===== src/rtl/sum_frame_accumulator.sv =====
// sum_frame_accumulator: accumulates adder sums into saturating frame totals with valid/ready in and out.
module sum_frame_accumulator #(
  parameter int IN_W      = 2,
  parameter int ACC_W     = 8,
  parameter int FRAME_LEN = 4
) (
  input  logic                           clk,
  input  logic                           rst,
  input  logic                           in_valid,
  output logic                           in_ready,
  input  logic [IN_W-1:0]                in_sum,
  input  logic                           flush,
  output logic                           out_valid,
  input  logic                           out_ready,
  output logic [ACC_W-1:0]               out_acc,
  output logic [$clog2(FRAME_LEN+1)-1:0] out_cnt,
  output logic                           out_sat,
  output logic                           busy
);
  localparam int CW = $clog2(FRAME_LEN+1);
  typedef enum logic [1:0] {IDLE, ACCUM, HOLD} state_t;
  state_t state_q, state_d;
  logic [ACC_W-1:0] acc_q, acc_d;
  logic [CW-1:0] cnt_q, cnt_d, cnt_n;
  logic sat_q, sat_d, accept, xfer, ovf;
  logic [ACC_W:0] sum;
  // acc_q is always zero in IDLE, so one adder serves both the first and later samples
  assign sum = {1'b0, acc_q} + (ACC_W+1)'(in_sum);
  assign ovf = sum[ACC_W];
  assign cnt_n = cnt_q + CW'(1);
  assign in_ready = state_q != HOLD;
  assign out_valid = state_q == HOLD;
  assign busy = state_q != IDLE;
  assign accept = in_valid & in_ready;
  assign xfer = out_valid & out_ready;
  assign out_acc = out_valid ? acc_q : '0;
  assign out_cnt = out_valid ? cnt_q : '0;
  assign out_sat = out_valid & sat_q;
  always_comb begin
    state_d = state_q;
    acc_d = acc_q;
    cnt_d = cnt_q;
    sat_d = sat_q;
    if (accept) begin
      acc_d = ovf ? '1 : sum[ACC_W-1:0];
      cnt_d = cnt_n;
      sat_d = sat_q | ovf;
      state_d = (cnt_n == CW'(FRAME_LEN) || flush) ? HOLD : ACCUM;
    end else if (state_q == ACCUM && flush) begin
      state_d = HOLD;
    end
    if (xfer) begin
      acc_d = '0;
      cnt_d = '0;
      sat_d = 1'b0;
      state_d = IDLE;
    end
  end
  always_ff @(posedge clk) begin
    if (rst) begin
      state_q <= IDLE;
      acc_q <= '0;
      cnt_q <= '0;
      sat_q <= 1'b0;
    end else begin
      state_q <= state_d;
      acc_q <= acc_d;
      cnt_q <= cnt_d;
      sat_q <= sat_d;
    end
  end
endmodule


===== config.mk =====
export PLATFORM = sky130hd
export DESIGN_NAME = sum_frame_accumulator
export DESIGN_NICKNAME = d
export VERILOG_FILES = /design/src/rtl/sum_frame_accumulator.sv
export SDC_FILE = /design/constraint.sdc
export NUM_CORES = 1
export LEC_CHECK = 0
export CAP_MARGIN = 5
export CORE_MARGIN = 10
export CORE_UTILIZATION = 47
export CTS_CLUSTER_SIZE = 10
export DETAILED_ROUTE_END_ITERATION = 10
export GPL_TIMING_DRIVEN = 1
export PLACE_DENSITY = 0.78
export SLEW_MARGIN = 20
export SYNTH_ARGS = -nofsm -noshare
export SYNTH_HDL_FRONTEND = slang
export SYNTH_SLANG_ARGS = --single-unit

===== constraint.sdc =====
create_clock -name clk -period 2.2 [get_ports clk]
set_input_delay 0.44 -clock clk [delete_from_list [all_inputs] [get_ports clk]]
set_output_delay 0.44 -clock clk [all_outputs]
set_load 0.05 [all_outputs]

; ---- Word-level counts from Yosys, hierarchy flattened
; Index checks and enable logic that the tools add are counted.
[totals]
ff_bits = 14
input_bits = 7
output_inout_bits = 15
wordCells = 25
[op_classes]
addsub = 2
eq_ne = 4
mux = 6
bitwise = 4
n_reduce_logical = 5
[op_table]
columns = operator, count
row1 = two-way mux 8 bit, 2
row2 = adder 8 x 2 -> 9 bit, 1
row3 = two-way mux 2 bit, 3
row4 = nonzero test 2 bit, 2
row5 = "adder 3 x 1 -> 3 bit, second input constant", 1
row6 = AND 1 bit, 3
row7 = "== test 3 bit, second input constant", 1
row8 = two-way mux 3 bit, 1
row9 = "== test 2 x 1 -> 1 bit, second input constant", 1
row10 = "== test 2 bit, second input constant", 1
row11 = "!= test 2 bit, second input constant", 1
row12 = OR reduction 2 bit, 1
row13 = logical AND 1 bit, 1
row14 = logical OR 1 bit, 1
row15 = OR 1 bit, 1

; ---- Depth between registers and ports, before layout
[depth]
word_depth = 5
depth_mapped = 7
mapped_depth_nobuf = 7

; ---- Least setup slack after synthesis
; No wires, ideal clock.
[synth_timing]
path_kind = reg-to-output
from = register state_q[0]
to = output port out_acc[0]
arrival_time_ns = 1.853
t_required_ns = 1.760
setup_slack_ns = -0.093
stages_incl_launch_ff = 6
n_path_buf = 2
path_cell_list = dfxtp_1 -> nand2b_1 -> buf_6 -> inv_4 -> clkbuf_1 -> and2_1
[synth_via]
elab_chain_cells = 2
[synth_rtl]
columns = element, line_no
row1 = start: declaration, 22  ; state_t state_q, state_d;
row2 = start signal: assignment, 66  ; state_q <= state_d;
row3 = == test 2 bit, 32  ; assign out_valid = state_q == HOLD;
row4 = via out_valid, 13  ; output logic out_valid,
row5 = two-way mux 8 bit, 36  ; assign out_acc = out_valid ? acc_q : '0;
row6 = end: declaration, 15  ; output logic [ACC_W-1:0] out_acc,
; The timed path passes the listed nets, and every way through them passes these cells.

; ---- Final worst setup path
[layout_timing]
from = input port in_sum[0]
to = register acc_q[7]
[layout_via]
elab_chain_cells = 2
[layout_rtl]
columns = element, line_no
row1 = start: declaration, 11  ; input logic [IN_W-1:0] in_sum,
row2 = adder 8 x 2 -> 9 bit, 28  ; assign sum = {1'b0, acc_q} + (ACC_W+1)'(in_sum);
row3 = two-way mux 8 bit, 45  ; acc_d = ovf ? '1 : sum[ACC_W-1:0];
row4 = end signal: assignment, 62  ; acc_q <= '0;
row5 = end signal: assignment, 67  ; acc_q <= acc_d;
row6 = end: declaration, 23  ; logic [ACC_W-1:0] acc_q, acc_d;
; No other way between the ends.
; A chain may end at the register's enable or synchronous reset.

==> metrics.txt <==
outcome=complete, no violations; initial antenna violation count=0; top cell types by occurrence after synthesis=14 x dfxtp_1, 13 x nor2_1, 9 x a21oi_1, 9 x and2_1, 7 x inv_1; cell area after layout=1190 sq um; main flop type after synthesis=dfxtp_1; Max Fclk=477 MHz; EDFF count, synth=0; number of I/O pins=22; vias in the first global route=741; cell with the most instances after synthesis=dfxtp_1; Pwr Total=0.627 mW; Ys Warns=0; Post-Synth Simple-Gate Area=31.5%; sequential cell area fraction in the yosys report=33.5%; clock tree buffer depth=2; Leakage=0.453 nW; clock sinks=14; nets=133; Fin. Hold Viols=0; switching share of power=31.5%; Worst Tran Pin Value=0.555 ns; grt total ovfl=0; initial drt markers=20; worst slack at placement=-0.202 ns; Residual DRC=0; post_cts resized=0; Tot GR Track Use=11.1%; Worst path slowest cell=clkdlybuf4s50_1; FFs w/ async S/R, synth=0%; Avg Inst Size Synth=8.54 sq um; Crit. End Element=flop; post-synthesis cell area=837 sq um; PD cells=528 nW/um^2; Final setup viols=0; final worst slack=0.101 ns; Max-Cap Viols=0; Peak VDD IR=0.497 mV; area grow syn2layout=41.9%; CP startpoint kind=input pin; worst path cell trace=clkdlybuf4s50_1 > ha_1 > inv_1 > fa_1 > nor2b_1 > and4_1 > nand2_1 > a21oi_1; Period minus WS final=2.10 ns; largest net degree at the start of global routing=17; Initial Util=49.0%; Worst Path Max Fanout=5; chip height=62.2 microns; sequential share of power=44.4%; Final ANT Viol Nets=0; Area after DPL=1150 sq um; syn nets=110; setup repair bufs after CTS=0; share of layout cells above drive strength 1=20.8%; Synth top area share=33.5%; root buffer cell=clkbuf_4; CTS tree=yes; FP Rows=15; worst endpoint required time=2.42 ns; clock slew at reported path FFs=0.09 ns; switching pwr=0.197 mW; Post-Synth XOR/XNOR Area=6.28%; Synth Register Bits=14; Cell variety after synth=31; CTS buffer count=3; drt total wl=2.10 mm; largest family of logic cells by synthesized area=simple AND/OR/NAND/NOR gates; DIE AREA=3870 sq um; Slew Viols, Final=0; power share of the clock group=31.2%; Worst slew margin=63.0%; Synth Area in Compound Gates=12.3%; worst path arrival time=2.31 ns; post-synthesis mux area share=1.20%; Syn Inst Count=98; Setup CP Type=input pin to flop; Die Width=62.2 microns; Largest stage delay, worst path=0.46 ns; Core Box Area=1710 sq um; combinational share of power=24.4%; largest cells by area after synthesis=dfxtp_1 33%, and2_1 6.7%, ha_1 6.0%; GP Congestion=0.760; Synth area leader=dfxtp_1; clk_skew=0.000839 ns; fin crit share=95.4%; port bufs=21; HPWL Detailed=1.61 mm; hold_buf cts=0; Adder-Cell Fraction of Synth Area=8.37%; clock latency at the later pin of the worst-skew pair=0.29 ns; worst hold path class=flop to flop; DR vias=768; WL/cell=14.5 microns; ant diodes=0; FILL cells=118; RSZ-0062 raised after global routing=no; H-tree depth=1; First-pass DRT Iterations=4; vias per std cell=5.30; global-route wire length before repair=3.53 mm; cell-internal power=0.429 mW; Worst Path Buf+Inv=2; Worst path top cell family by delay=simple AND/OR/NAND/NOR gates
[power groups by stage]
stage	clock network [mW]	logic, mW	registers [mW]
after floorplan	0	0.108	0.281
after global placement	0	0.149	0.283
after detailed placement	0	0.154	0.284
after CTS	0.191	0.155	0.278
after global routing	0.204	0.170	0.280
final	0.196	0.153	0.278
[worst register-to-register path: stages, from the launching register on]
cell and delay (ns):
dfxtp_1 0.36, ha_1 0.17, inv_1 0.05, fa_1 0.38, nor2b_1 0.15, and4_1 0.29
nand2_1 0.16, a21oi_1 0.21
[cell families (layout without fill, tap and decap cells)]
family / Yosys count / count (layout)
and+or+nand+nor: 44 / 44
AOI/OAI and AO/OA: 16 / 16
DFF: 14 / 14
buffers and inverters: 12 / 34
xor gates and xnor gates: 6 / 6
adders and majority gates: 5 / 5
muxes: 1 / 1
[final timing paths]
check                  from  cells past startpoint  slack, ns  endpoint
setup / recovery  in_sum[0]                      8       0.10  acc_q[7]
hold / removal     cnt_q[2]                      2       0.51  cnt_q[2]
hold reg to reg    cnt_q[2]                      2       0.51  cnt_q[2]
setup reg to reg   acc_q[0]                      7       0.35  acc_q[7]
[per-stage QoR]
| stage | util (%) | hold slack (ns) | TNS [ns] | std cells |
|---|---|---|---|---|
| floorplan | - | 0.429 | 0 | 98 |
| global route | 69.5 | 0.554 | 0 | 145 |
| CTS | 69.5 | 0.509 | 0 | 145 |
| detailed placement | 67.4 | 0.465 | -1.12 | 141 |
| finish | 69.5 | 0.513 | 0 | 145 |
| global placement | 67.4 | 0.477 | -0.306 | 141 |
[layout make-up]
cell class | instances | area, sq um | area share, %
multi-input combinational | 72 | 499 | 42.0
timing repair buffer | 22 | 308 | 25.9
sequential | 14 | 280 | 23.6
clock buffer | 4 | 36.3 | 3.06
inverter | 8 | 32.5 | 2.74
tap | 25 | 31.3 | 2.63
[cell usage in the layout (no fill, tap or decap), types with 2 or more instances in the layout]
master            n
nor4_4            2
buf_12           10
nor3_1            4
nor2b_1           2
inv_1             7
nor2_1           13
nand4_1           3
buf_4             5
clkbuf_4          3
a211oi_1          3
ha_1              4
a21oi_1           9
clkdlybuf4s50_1   7
xnor2_1           5
and2_1            9
nand2_1           5
dfxtp_1          14
[metal layers]
metal	share of wire, %	vias up	wire [microns]	global-route usage [%]
met2	48	30	1020	17.1
met3	7.3	5	153	3.41
li1	-	375	-	-
met1	43	358	894	13.5
met4	1.6	0	33	6.00
met5	0	-	0	0
[flip-flops by register name (all words and copies together), names as in the netlist]
name     cells
acc_q        8
cnt_q        3
sat_q        1
state_q      2
No activity file was read; power rests on OpenSTA's default activity.
